## src/rtl/joy_dir_arbiter.sv

```systemverilog
// joy_dir_arbiter: per-player joystick direction filter.
// Raw {up,down,left,right} bits per channel are optionally rotated 90 degrees,
// synchronised, optionally debounced, then restricted according to mode
// (passthrough / 4-way / 8-way with SOCD clear / 2-way horizontal).
// Optional feature macro: JOYDIR_DEBOUNCE_EN (per-bit stable-window debounce).
module joy_dir_arbiter #(
    parameter int CHANNELS = 2,
    parameter int DEB_W    = 4
) (
    input  logic                  clk_sys,
    input  logic                  reset_n,
    input  logic [1:0]            mode,
    input  logic                  rotate,
    input  logic [4*CHANNELS-1:0] in_dir,
    output logic [4*CHANNELS-1:0] out_dir,
    output logic [CHANNELS-1:0]   dir_chg
);

    localparam int NB = 4 * CHANNELS;

    localparam logic [1:0] MODE_PASS = 2'b00;
    localparam logic [1:0] MODE_4WAY = 2'b01;
    localparam logic [1:0] MODE_8WAY = 2'b10;
    localparam logic [1:0] MODE_2WAY = 2'b11;

    // One-hot of the highest-priority set bit (up > down > left > right).
    function automatic logic [3:0] top_bit(input logic [3:0] v);
        logic [3:0] r;
        if (v[3]) begin
            r = 4'b1000;
        end else if (v[2]) begin
            r = 4'b0100;
        end else if (v[1]) begin
            r = 4'b0010;
        end else if (v[0]) begin
            r = 4'b0001;
        end else begin
            r = 4'b0000;
        end
        return r;
    endfunction

    // Opposing directions pressed together cancel each other.
    function automatic logic [3:0] socd_clear(input logic [3:0] v);
        logic [3:0] r;
        r[3:2] = (v[3] & v[2]) ? 2'b00 : v[3:2];
        r[1:0] = (v[1] & v[0]) ? 2'b00 : v[1:0];
        return r;
    endfunction

    // Single-direction resolution: newest press wins, a held direction sticks,
    // and releasing it falls back to whatever is still held.
    function automatic logic [3:0] resolve(input logic [3:0] cur,
                                           input logic [3:0] rise,
                                           input logic [3:0] lvl);
        logic [3:0] r;
        if (rise != 4'b0000) begin
            r = top_bit(rise);
        end else if ((cur & lvl) != 4'b0000) begin
            r = cur;
        end else if (lvl != 4'b0000) begin
            r = top_bit(lvl);
        end else begin
            r = 4'b0000;
        end
        return r;
    endfunction

    logic [NB-1:0]       rot_s;
    logic [NB-1:0]       deb_s;
    logic [NB-1:0]       rise_s;
    logic [NB-1:0]       nxt_s;
    logic [NB-1:0]       in1_d, in1_q;
    logic [NB-1:0]       in2_d, in2_q;
    logic [NB-1:0]       cur_d, cur_q;
    logic [NB-1:0]       out_d, out_q;
    logic [CHANNELS-1:0] chg_d, chg_q;
    logic [1:0]          mode_d, mode_q;

    // Rotation remap ahead of any register: {u,d,l,r} <= raw {l,r,d,u}.
    always_comb begin
        rot_s = '0;
        for (int c = 0; c < CHANNELS; c++) begin
            if (rotate) begin
                rot_s[4*c +: 4] = {in_dir[4*c+1], in_dir[4*c], in_dir[4*c+2], in_dir[4*c+3]};
            end else begin
                rot_s[4*c +: 4] = in_dir[4*c +: 4];
            end
        end
    end

`ifdef JOYDIR_DEBOUNCE_EN
    logic [NB-1:0][DEB_W-1:0] cnt_d, cnt_q;
    logic [NB-1:0]            db_d, db_q;

    // Per-bit debounce: accept a new level only after it has differed from the
    // debounced value for a full 2^DEB_W cycles; any return restarts the count.
    always_comb begin
        cnt_d = cnt_q;
        db_d  = db_q;
        for (int i = 0; i < NB; i++) begin
            if (in1_q[i] == db_q[i]) begin
                cnt_d[i] = '0;
            end else if (cnt_q[i] == {DEB_W{1'b1}}) begin
                cnt_d[i] = '0;
                db_d[i]  = in1_q[i];
            end else begin
                cnt_d[i] = cnt_q[i] + DEB_W'(1);
            end
        end
    end

    // Debounce counter and debounced-level registers.
    always_ff @(posedge clk_sys or negedge reset_n) begin
        if (!reset_n) begin
            cnt_q <= '0;
            db_q  <= '0;
        end else begin
            cnt_q <= cnt_d;
            db_q  <= db_d;
        end
    end

    assign deb_s = db_q;
`else
    assign deb_s = in1_q;
`endif

    // Input synchroniser / history and rising-edge detection.
    always_comb begin
        in1_d  = rot_s;
        in2_d  = deb_s;
        rise_s = deb_s & ~in2_q;
    end

    // Per-channel restriction; a mode change flushes the current direction so
    // the new mode re-resolves from the held inputs on the following cycle.
    always_comb begin
        nxt_s  = '0;
        cur_d  = cur_q;
        chg_d  = '0;
        mode_d = mode;
        for (int c = 0; c < CHANNELS; c++) begin
            case (mode_q)
                MODE_PASS: begin
                    nxt_s[4*c +: 4] = deb_s[4*c +: 4];
                end
                MODE_8WAY: begin
                    nxt_s[4*c +: 4] = socd_clear(deb_s[4*c +: 4]);
                end
                MODE_4WAY: begin
                    cur_d[4*c +: 4] = resolve(cur_q[4*c +: 4], rise_s[4*c +: 4], deb_s[4*c +: 4]);
                    nxt_s[4*c +: 4] = cur_d[4*c +: 4];
                end
                MODE_2WAY: begin
                    cur_d[4*c +: 4] = resolve(cur_q[4*c +: 4] & 4'b0011,
                                              rise_s[4*c +: 4] & 4'b0011,
                                              deb_s[4*c +: 4] & 4'b0011);
                    nxt_s[4*c +: 4] = cur_d[4*c +: 4];
                end
                default: begin
                    nxt_s[4*c +: 4] = 4'b0000;
                end
            endcase
            if (mode != mode_q) begin
                cur_d[4*c +: 4] = 4'b0000;
            end else begin
                cur_d[4*c +: 4] = cur_d[4*c +: 4];
            end
            chg_d[c] = (nxt_s[4*c +: 4] != out_q[4*c +: 4]);
        end
        out_d = nxt_s;
    end

    // Pipeline, direction state and registered outputs.
    always_ff @(posedge clk_sys or negedge reset_n) begin
        if (!reset_n) begin
            in1_q  <= '0;
            in2_q  <= '0;
            cur_q  <= '0;
            out_q  <= '0;
            chg_q  <= '0;
            mode_q <= 2'b00;
        end else begin
            in1_q  <= in1_d;
            in2_q  <= in2_d;
            cur_q  <= cur_d;
            out_q  <= out_d;
            chg_q  <= chg_d;
            mode_q <= mode_d;
        end
    end

    assign out_dir = out_q;
    assign dir_chg = chg_q;

endmodule

```

## config.mk

```make
export PLATFORM = sky130hd
export DESIGN_NAME = joy_dir_arbiter
export DESIGN_NICKNAME = d
export VERILOG_FILES = /design/src/rtl/joy_dir_arbiter.sv
export SDC_FILE = /design/constraint.sdc
export NUM_CORES = 1
export LEC_CHECK = 0
export CAP_MARGIN = 10
export CORE_ASPECT_RATIO = 1.5
export CORE_UTILIZATION = 35
export CTS_CLUSTER_SIZE = 16
export DETAILED_ROUTE_END_ITERATION = 12
export GPL_ROUTABILITY_DRIVEN = 1
export GPL_TIMING_DRIVEN = 0
export PLACE_DENSITY = 0.56
export SETUP_SLACK_MARGIN = 0.4
export SYNTH_ARGS = -nofsm -noshare
export SYNTH_HDL_FRONTEND = slang
export SYNTH_SLANG_ARGS = --single-unit
```

## constraint.sdc

```tcl
create_clock -name clk_sys -period 2.65 [get_ports clk_sys]
set_clock_uncertainty 0.2 [all_clocks]
set_input_delay 0.53 -clock clk_sys [delete_from_list [all_inputs] [get_ports clk_sys]]
set_output_delay 0.53 -clock clk_sys [all_outputs]
set_load 0.01 [all_outputs]
```

# Word level (Yosys, flattened, before mapping)
# Index checks and enable logic that the tools add are counted.
[totals]
ff_bits = 36
latch_bits = 0
mem_bits_rw = 0
mem_bits_ro = 0
inputBits = 13
out_inout_bits = 10
elab_cells = 76
n_memories = 0
[classes]
addsub = 0
n_mul = 0
n_div = 0
n_lt_le_gt_ge = 0
eq_ne = 6
shift = 0
mux = 40
bitwise = 10
n_reduce_logical = 14
[op_table]
columns = ["operator", "n"]
rows = [
  ["4-bit two-way mux", 24],
  ["4-bit nonzero test", 12],
  ["4-bit one-hot mux with 4 select lines", 2],
  ["4-bit one-hot mux with 2 select lines", 2],
  ["2-bit two-way mux", 6],
  ["4-bit bitwise AND", 2],
  ["8-bit bitwise AND", 1],
  ["4-bit inequality test", 2],
  ["8-bit NOT", 1],
  ["3-bit two-way mux", 2],
  ["1-bit bitwise AND", 4],
  ["2-bit bitwise AND", 2],
  ["2-bit == test (second input constant)", 2],
  ["1-bit two-way mux", 4],
  ["3-bit nonzero test", 1],
  ["2-bit by 1-bit == test with 1-bit output (second input constant)", 1],
  ["2-bit zero test", 1],
  ["2-bit inequality test", 1],
]

# Depth between registers and ports, before layout
# Gate-level depths: netlist (run 1).
[logic_depth]
word_depth = 9
ltp_mapped = 7
depth_no_buf = 6

# Worst setup path after synthesis (run 1)
# Ideal clock, no wire load.
[synth_timing]
path_kind = "register -> register"
from = "register in1_q[0], in the netlist deb_s[0]"
to = "register chg_q[0], in the netlist dir_chg[0]"
setup_ns = 0.133
t_arrival_ns = 1.829
t_required_ns = 2.317
path_slack_ns = 0.489
path_stages_with_launch = 8
n_path_buf = 1
synth_period_minus_slack_ns = 2.161
path_cell_list = "dfrtp_1 > buf_6 > a222oi_1 > nand2_1 > a22o_1 > a31o_4 > xnor2_2 > nand4_1"
[synth_between]
elab_chain_cells = 9
word_cells_on_any_way = 27
cone_classes = "eq/ne: 1; mux: 16; bitwise: 4; reduce/logical: 6"
[synth_rtl]
columns = ["item", "line", "source"]
rows = [
  ["from (decl)", "73", "logic [NB-1:0] in1_d, in1_q;"],
  ["from (signal assigned)", "185", "in1_q <= in1_d;"],
  ["1-bit two-way mux", "35", "end else if (v[0]) begin"],
  ["2-bit two-way mux", "33", "end else if (v[1]) begin"],
  ["3-bit two-way mux", "31", "end else if (v[2]) begin"],
  ["4-bit two-way mux", "29", "if (v[3]) begin"],
  ["4-bit two-way mux", "61", "end else if (lvl != 4'b0000) begin"],
  ["4-bit two-way mux", "59", "end else if ((cur & lvl) != 4'b0000) begin"],
  ["4-bit two-way mux", "57", "if (rise != 4'b0000) begin"],
  ["4-bit one-hot mux with 4 select lines (*)", "144", "case (mode_q)"],
  ["via nxt_s[0]", "72", "logic [NB-1:0] nxt_s;"],
  ["4-bit inequality test (*)", "170", "chg_d[c] = (nxt_s[4*c +: 4] != out_q[4*c +: 4]);"],
  ["via chg_d[0]", "77", "logic [CHANNELS-1:0] chg_d, chg_q;"],
  ["to (signal assigned)", "189", "chg_q <= chg_d;"],
  ["to (decl)", "77", ""],
]
# The timed path passes the listed nets; every way through them passes the cells marked *.
# A chain may end at the register's enable or synchronous reset.

# Final worst setup path (run 1)
[layout_timing]
from = "register in1_q[0], in the netlist deb_s[0]"
to = "register chg_q[0], in the netlist dir_chg[0]"
[layout_between]
word_cells_on_any_way = 27
cone_classes = "eq/ne: 1; mux: 16; bitwise: 4; reduce/logical: 6"
[layout_lines]
columns = ["item", "line"]
rows = [
  ["2-bit bitwise AND, or another cell as far along", "59"],
  ["4-bit nonzero test / 4-bit two-way mux (equally long branches)", "59, 61"],
  ["4-bit two-way mux", "59"],
  ["4-bit two-way mux", "57"],
  ["4-bit one-hot mux with 4 select lines (*)", "144"],
  ["via nxt_s[2]", "72"],
  ["4-bit inequality test (*)", "170"],
  ["via chg_d[0]", "77"],
]
# Marked as above.

==> summary.md, run 1 <==
| Metric | Value |
|---|---|
| Status | completed |
| Synthesis warning total | 0 |
| Slew @ Worst Pin | 802 ps |
| MaxCap Viol Count | 0 |
| Vias in the first global route | 1795 |
| Flop pwr share | 45.4% |
| Syn Area/Cell | 10.3 µm² |
| Die height | 96.7 µm |
| Routed WL | 4.92 mm |
| CTS tree | done |
| Period utilisation layout | 83.4% |
| Dpl cell area | 2390 µm² |
| Yosys cell types | 52 |
| Clock power frac | 29.3% |
| Gr ovfl total | 0 |
| RSZ-0062 raised after global routing | true |
| Initial Utilization | 36.2% |
| Share of cells above drive strength 1 | 20.4% |
| I/O pins | 23 |
| Routed WL per cell | 15.8 µm |
| Clock Latency Late Sink | 290 ps |
| Vias | 1778 |
| Critical path data arrival time | 2170 ps |
| Layout net count | 252 |
| Input/output buffers | 21 |
| CP cell instances | buf_6, a222oi_1, buf_4, and4_1, a31oi_2, o41ai_4, xnor2_1, nand4_1 |
| Flop2flop setup slack | 440 ps |
| Comb power frac | 25.3% |
| Post-synth top flop | dfrtp_1 |
| Syn-to-layout area delta | 23.6% |
| Commonest cells after routing, fill and taps aside | dfrtp_1 (36), clkdlybuf4s50_1 (20), nand2_1 (12) |
| Via density | 5.70 |
| Worst slew margin | 46.5% |
| # rows | 34 |
| First-pass GRT wire length | 8.40 mm |
| DRT Pass-1 Iters | 4 |
| WP data required | 2610 ps |
| Total global-route track usage | 17.3% |
| Cells after Synth | 203 |
| DRC errors left | 0 |
| Clock transition at path regs | 70 ps |
| Sequential-to-total area share from yosys stat | 43.1% |
| Pwr per Cell Area | 536 nW/µm² |
| Fin. max-slew vios | 0 |
| Worst Hold Class | in -> async |
| Final GP Congestion | 0.807 |
| Root Driver | clkbuf_8 |
| Initial DRC count | 49 |
| CORE AREA | 5790 µm² |
| Peak supply drop | 342 µV |
| Die area | 6300 µm² |
| Crit path max fanout | 5 |
| Cell total after placement | 296 |
| Final antenna diode count | 0 |
| Internal | 977 µW |
| Syn Std Cell Area | 2090 µm² |
| DP Wirelength | 3.50 mm |
| Most common cell after layout, fill and taps aside | dfrtp_1 |
| Sw Share | 29.4% |
| WS Path Type | reg -> reg |
| Clk sink count | 36 |
| Tot Pwr | 1.38 mW |
| Post-synth EDFFs | 0 |
| CP Launch Type | register |
| Slowest stage cell, crit path | dfrtp_1 |
| ANT nets after route | 0 |
| Post-route cell area | 2580 µm² |
| Async S/R FF share, synth | 100% |
| Fmax | 453 MHz |
| Post-synthesis register bit count | 36 |
| Syn_nets | 216 |
| Max H-tree Level | 2 |
| Hold Fails Final Rpt | 0 |
| Crit path largest cell delay | 390 ps |
| Die Width | 65.1 µm |
| LEAKAGE | 1.09 nW |
| Largest net degree at the start of global routing | 37 |
| Net Switching | 408 µW |
| Crit path capture type | register |
| CTS buffer count | 5 |
| Final min period | 2210 ps |
| Setup violators final | 0 |
| Worst-case clock buffer depth | 2 |
| Layout Cells excl Fill | 312 |
| Initial antenna violation count | 0 |
==> logic make-up (layout without fill, tap and decap cells) <==
family          Yosys count  in the layout  synth area share, %
compound gates           75             75                 28.3
flops                    36             36                 43.1
xor+xnor                  8              8                 3.71
buf+inv                  20             57                 5.80
mux                       9              9                 4.78
simple gates             55             55                 14.4
==> cell usage after synthesis (3+ instances only) <==
master | count | area share, %
a221oi_1 | 3 | 1.3
a21oi_1 | 8 | 1.9
o2111ai_1 | 5 | 2.1
mux2_2 | 8 | 4.3
a22o_1 | 7 | 2.9
a21o_1 | 4 | 1.4
a32o_1 | 5 | 2.4
nand2_1 | 14 | 2.5
a31oi_1 | 5 | 1.5
clkbuf_8 | 3 | 2.0
clkbuf_1 | 6 | 1.1
nand2b_1 | 8 | 2.4
xnor2_1 | 7 | 2.9
dfrtp_1 | 36 | 43
o21ai_0 | 11 | 2.6
nor2b_1 | 5 | 1.5
nor2_1 | 6 | 1.1
nand3_1 | 6 | 1.4
a21boi_0 | 3 | 1.1
and3_1 | 3 | 0.90
o41ai_1 | 3 | 1.3
inv_1 | 8 | 1.4
==> flip-flops by register name, summed over array words and instances, names as in the netlist <==
register / flops
cur_q: 8
deb_s: 8
in2_q: 8
out_dir: 8
dir_chg: 2
mode_q: 2
==> path summary, 6_finish.rpt <==
| path | startpoint | cells past startpoint | end |
|---|---|---|---|
| worst max-delay path | deb_s[0] | 8 | dir_chg[0] |
| worst min-delay path | reset_n | 1 | dir_chg[0] |
| worst max register to register | deb_s[0] | 8 | dir_chg[0] |
| worst min register to register | deb_s[0] | 0 | in2_q[0] |
| max in group asynchronous | reset_n | 1 | in2_q[6] |
| min in group clk_sys | deb_s[0] | 0 | in2_q[0] |
==> power groups by stage <==
stage                     clock (mW)  combinational [mW]  sequential [mW]
after floorplan                    0               0.206            0.640
after global placement             0               0.328            0.638
after detailed placement           0               0.325            0.640
after CTS                      0.423               0.331            0.629
after global routing           0.445               0.383            0.635
final                          0.405               0.350            0.629
==> layout make-up <==
cell class,instances,area (µm²)
Multi-Input combinational cell,147,1100
Sequential cell,36,901
Clock inverter,2,10.0
Timing Repair Buffer,29,265
Tap cell,72,90.1
Clock buffer,6,82.6
Buffer,12,101
Fill cell,598,3200
Inverter,8,30.0
==> layer usage <==
metal / share of wire, % / up-vias / track usage [%]
met3: 2.8 / 11 / 2.48
met1: 44 / 886 / 21.6
li1: - / 842 / -
met5: 0 / - / 0
met4: 2.7 / 0 / 10.2
met2: 51 / 39 / 27.8
==> worst max-delay path, delay by kind of cell (launching register included) <==
family,cells,cell delay [ps]
AO/OA/AOI/OAI,3,690
flip-flops,1,390
buffers and inverters,2,330
AND/OR/NAND/NOR,2,320
XOR/XNOR,1,170
==> through the flow <==
stage | util (%) | TNS [ps] | hold WS, ps | setup slack (ps)
global route | 44.7 | 0 | 198 | 330
finish | 44.7 | 0 | 127 | 441
CTS | 43.3 | 0 | 152 | 427
global placement | 41.3 | -228 | 153 | -54.2
floorplan | - | 0 | 34.4 | 489
detailed placement | 41.3 | -21.5 | 164 | -17.4
==> what timing repair did <==
item                                    4_1_cts  5_1_grt
pin swaps                                     2        7
endpoints found under the setup margin       11        7
gates resized for setup                       3       14
setup buffers                                 2        6
hold buffers                                  0        0
endpoints found under the hold margin         0        0
Note: power is estimated with default switching activity, not from simulation.
==> run 2, diff against run 1 <==
Settings changed: PLACE_DENSITY 0.56 to 0.58.
Clock period 2.65 ns to 1.9 ns, I/O delays scaled along.
==> run 2 against run 1 <==
The flow now finishes with violations (hold timing, setup timing). Critical path depth up 2. Cell count up 7.4%. Clock power up 81%. First-iteration DRC count up 78%. Non-clock buffer count up 23. Core utilization up 6.1 points. Largest power group unchanged. Via count up 6.2%. Final area up 14%. Worst setup slack worse by 810 ps. Register-to-register slack worse by 810 ps. Combinational power up 75%. Sequential power up 39%.
==> summary.md, run 2 (synthesis results as in run 1) <==
| Metric | Value |
|---|---|
| Layout net count | 275 |
| Final min period | 2270 ps |
| Die height | 96.7 µm |
| Crit path capture type | register |
| Gr ovfl total | 0 |
| CP cell instances | buf_6, a222oi_1, buf_4, buf_6, buf_6, a21boi_2, a21o_1, a21oi_1, o21ai_1, a32o_1 |
| Worst slew margin | 46.5% |
| Total negative slack | -2510 ps |
| Dpl cell area | 2400 µm² |
| CP delay by family, top | compound AO/OA/AOI/OAI gates |
| # rows | 34 |
| Post-route cell area | 2940 µm² |
| Worst Slack Setup Final | -366 ps |
| Final antenna diode count | 0 |
| LEAKAGE | 1.28 nW |
| Cell total after placement | 296 |
| Tot Pwr | 2.22 mW |
| Fmax | 441 MHz |
| Peak supply drop | 497 µV |
| Crit path largest cell delay | 390 ps |
| Most common cell after layout, fill and taps aside | dfrtp_1 |
| Clock transition at path regs | 70 ps |
| Total global-route track usage | 19.1% |
| DRC errors left | 0 |
| DRT Pass-1 Iters | 4 |
| Input/output buffers | 21 |
| First-pass GRT wire length | 9.21 mm |
| Max H-tree Level | 2 |
| DP Wirelength | 3.46 mm |
| Syn-to-layout area delta | 40.5% |
| Pwr per Cell Area | 755 nW/µm² |
| Clk sink count | 36 |
| Worst slack, placed | -421 ps |
| I/O pins | 23 |
| Routed WL | 5.51 mm |
| Multi-input logic area | 1230 µm² |
| Initial DRC count | 87 |
| WP data required | 1880 ps |
| Status | finished with violations |
| Final GP Congestion | 0.808 |
| Fin. max-slew vios | 0 |
| WHS | -26.8 ps |
| WS Path Type | reg -> reg |
| RSZ-0062 raised after global routing | true |
| Initial Utilization | 36.2% |
| ANT nets after route | 0 |
| Layout filler cell count | 551 |
| CTS tree | done |
| # hold bufs at CTS | 0 |
| Slowest stage cell, crit path | a222oi_1 |
| Largest net degree at the start of global routing | 37 |
| Die Width | 65.1 µm |
| Via density | 5.64 |
| Worst Hold Class | in -> async |
| Buffers and inverters on the worst path | 4 |
| Failing checks | hold timing, setup timing |
| Slew @ Worst Pin | 803 ps |
| Crit path max fanout | 2 |
| Storage cell area | 903 µm² |
| Root Driver | clkbuf_8 |
| Layout Cells excl Fill | 335 |
| Critical path data arrival time | 2250 ps |
| Vias in the first global route | 1964 |
| MaxCap Viol Count | 0 |
| Die area | 6300 µm² |
| Routed WL per cell | 16.5 µm |
| CORE AREA | 5790 µm² |
| Setup violators final | 17 |
| Vias | 1888 |
| Worst-case clock buffer depth | 2 |
| Hold Fails Final Rpt | 36 |
| Period utilisation layout | 119% |
| CP Launch Type | register |
| CTS buffer count | 5 |
| Most frequent CP cell | buf_6 |
| Initial antenna violation count | 0 |
| Commonest cells after routing, fill and taps aside | dfrtp_1 (34), buf_4 (23), nand2_1 (12) |
| Clock Latency Late Sink | 290 ps |
| Share of cells above drive strength 1 | 36.9% |
-- run 2: cell types whose count changed in the layout (fill, tap and decap cells not counted), moves of 3 or more --
cell,delta
buf_4,+15
clkdlybuf4s50_1,-10
buf_6,+7
clkbuf_2,+5
o21ai_0,-5
a221oi_1,-3
clkdlybuf4s15_1,+3
o21ai_2,+3
-- run 2: worst paths after layout --
check | start | slack, ps | to | cells after the start
setup / recovery | deb_s[0] | -370 | cur_q[1] | 10
hold / removal | reset_n | -30 | out_dir[2] | 1
setup reg to reg | deb_s[0] | -370 | cur_q[1] | 10
hold reg to reg | deb_s[0] | 190 | in2_q[0] | 0
max in group asynchronous | reset_n | 960 | deb_s[4] | 1
min in group clk_sys | deb_s[0] | 190 | in2_q[0] | 0
-- run 2: what timing repair did --
| item | 4_1_cts | 5_1_grt |
|---|---|---|
| endpoints found under the setup margin | 28 | 25 |
| gates resized for setup | 62 | 20 |
| pin swaps | 26 | 18 |
| buffers inserted | 27 | 4 |
-- run 2: per-stage QoR --
stage | hold slack [ps] | utilization (%)
after floorplan | -116 | -
after global placement | 153 | 41.5
after detailed placement | 162 | 41.4
after CTS | 2.24 | 49.9
after global routing | 51.1 | 50.8
final | -26.8 | 50.8
-- run 2: worst register-to-register path: cells and delay by family (launching register included) --
kind            cells  cell delay (ps)
compound gates      6             1080
buf+inv             4              480
flops               1              380
-- run 2: where the power goes --
part           total, mW  switching, mW  internal [mW]
combinational      0.611          0.292          0.319
sequential         0.872         0.0472          0.825
clock              0.735          0.272          0.463
total               2.22          0.611           1.61
-- run 2: final cells by class --
type,count,share of cell area (%)
plain buffers,12,3.79
clock buffers,7,3.28
clock inverters,1,1.02
inverters,8,1.02
multi-input cells,147,41.8
flip-flops and latches,36,30.7
well taps,72,3.07
repair buffers,52,15.2
-- run 2: layer usage --
layer | GRT usage [%] | vias to the layer above | part of all wire, %
met1 | 22.2 | 929 | 40
met2 | 31.7 | 49 | 53
met5 | 0 | - | 0
met3 | 2.71 | 19 | 2.6
met4 | 13.0 | 0 | 4.3
li1 | - | 891 | -
==> run 3, diff against run 2 <==
Settings changed: CORE_UTILIZATION 35 to 50, PLACE_DENSITY 0.58 to 0.77, SKIP_CTS_REPAIR_TIMING set to 1.
==> run 3 against run 2 <==
The run still ends with hold timing, setup timing left. Highest routed layer unchanged. Core utilization increased by 17 points. Via count decreased by 0.74%. Critical path type unchanged. Largest cell class unchanged. Die area shrank 29%.
==> summary.md, run 3 (synthesis results as in run 1) <==
| Metric | Value |
|---|---|
| Hold Fails Final Rpt | 36 |
| # rows | 28 |
| CORE AREA | 3960 µm² |
| Cell total after placement | 269 |
| Fin. max-slew vios | 0 |
| Commonest cells after routing, fill and taps aside | dfrtp_1 (35), nand2_1 (13), clkdlybuf4s50_1 (11) |
| Worst slew margin | 48.5% |
| Buffers and inverters on the worst path | 1 |
| Crit path capture type | register |
| Pwr per Cell Area | 733 nW/µm² |
| Flop2flop setup slack | -470 ps |
| Vias | 1874 |
| Most common cell after layout, fill and taps aside | dfrtp_1 |
| Total negative slack | -4120 ps |
| Clock Latency Late Sink | 300 ps |
| Storage cell area | 902 µm² |
| Layout filler cell count | 308 |
| Gr ovfl total | 0 |
| Clock transition at path regs | 70 ps |
| Slowest stage cell, crit path | a222oi_1 |
| Vias in the first global route | 1636 |
| ANT nets after route | 0 |
| Slew @ Worst Pin | 772 ps |
| Die Width | 54.8 µm |
| Initial DRC count | 84 |
| Crit path largest cell delay | 610 ps |
| Syn-to-layout area delta | 27.8% |
| Total global-route track usage | 23.3% |
| CTS tree | done |
| Period utilisation layout | 125% |
| CP delay by family, top | compound AO/OA/AOI/OAI gates |
| Crit path max fanout | 8 |
| Final antenna diode count | 0 |
| DP Wirelength | 3.27 mm |
| MaxCap Viol Count | 0 |
| Critical path data arrival time | 2350 ps |
| Status | finished with violations |
| LEAKAGE | 1.22 nW |
| DRT Pass-1 Iters | 4 |
| Layout Cells excl Fill | 288 |
| CP Launch Type | register |
| Worst Slack Setup Final | -472 ps |
| Fmax | 422 MHz |
| Failing checks | hold timing, setup timing |
| Die height | 81.2 µm |
| I/O pins | 23 |
| WP data required | 1880 ps |
| Final min period | 2370 ps |
| Share of cells above drive strength 1 | 25.1% |
| WHS | -47.6 ps |
| Multi-input logic area | 1180 µm² |
| Input/output buffers | 21 |
| RSZ-0062 raised after global routing | true |
| First-pass GRT wire length | 7.42 mm |
| Die area | 4450 µm² |
| Max H-tree Level | 2 |
| Initial Utilization | 52.8% |
| DRC errors left | 0 |
| Initial antenna violation count | 0 |
| Routed WL | 4.83 mm |
| CTS buffer count | 5 |
| Worst-case clock buffer depth | 2 |
| Setup violators final | 17 |
| Worst Hold Class | in -> async |
| Clk sink count | 36 |
| Via density | 6.51 |
| Layout net count | 255 |
| WS Path Type | reg -> reg |
| Routed WL per cell | 16.8 µm |
| Fin util | 67.5% |
| Root Driver | clkbuf_8 |
| Peak supply drop | 738 µV |
| CP cell instances | a222oi_1, buf_4, nor2_2, o41ai_2, a31o_2, xnor2_2, nand4_1 |
| Final GP Congestion | 0.902 |
| Largest net degree at the start of global routing | 37 |
run 3: cell types whose count changed in the layout (fill, tap and decap cells not counted), sizes merged:
cell	previous run	this run
buf	37	17
dlymetal6s2s	0	9
clkbuf	20	13
clkdlybuf4s15	4	0
clkinv	0	2
bufinv	1	0
clkdlybuf4s50	10	11
run 3: path summary, 6_finish.rpt:
path	end	cells after the start	startpoint
setup / recovery	dir_chg[0]	7	cur_q[0]
hold / removal	mode_q[0]	1	reset_n
setup reg to reg	dir_chg[0]	7	cur_q[0]
hold reg to reg	in2_q[7]	0	deb_s[7]
max in group asynchronous	cur_q[0]	1	reset_n
min in group clk_sys	in2_q[7]	0	deb_s[7]
run 3: worst register-to-register path, cell delays in order (launching register included):
cell	delay [ps]
dfrtp_2	460
a222oi_1	610
buf_4	240
nor2_2	50
o41ai_2	290
a31o_2	200
xnor2_2	120
nand4_1	80
run 3: area by class of cell:
class                      instances  area share, %
timing repair buffer              32           11.9
inverter                           8           1.12
multi-input combinational        147           44.0
tap                               45           2.11
clock inverter                     2          0.375
clock buffer                       6           3.09
buffer                            12           3.65
sequential                        36           33.8
run 3: power by group:
part	switching, mW	internal (mW)
clock	0.280	0.289
sequential	0.0517	0.825
combinational	0.257	0.258
total	0.589	1.37
run 3: through the flow:
| step | power, mW | instance area, µm² | setup slack [ps] |
|---|---|---|---|
| after floorplan | 1.18 | 2100 | -216 |
| after global placement | 1.34 | 2370 | -533 |
| after detailed placement | 1.34 | 2360 | -434 |
| after CTS | 1.91 | 2460 | -468 |
| after global routing | 2.05 | 2670 | -670 |
| final | 1.96 | 2670 | -472 |
run 3: layer usage:
layer	share of wire, %	GRT usage, %	vias up
met4	3.0	10.8	0
met1	40	27.3	927
met5	0	0	-
met2	51	38.0	77
li1	-	-	853
met3	5.9	6.55	17
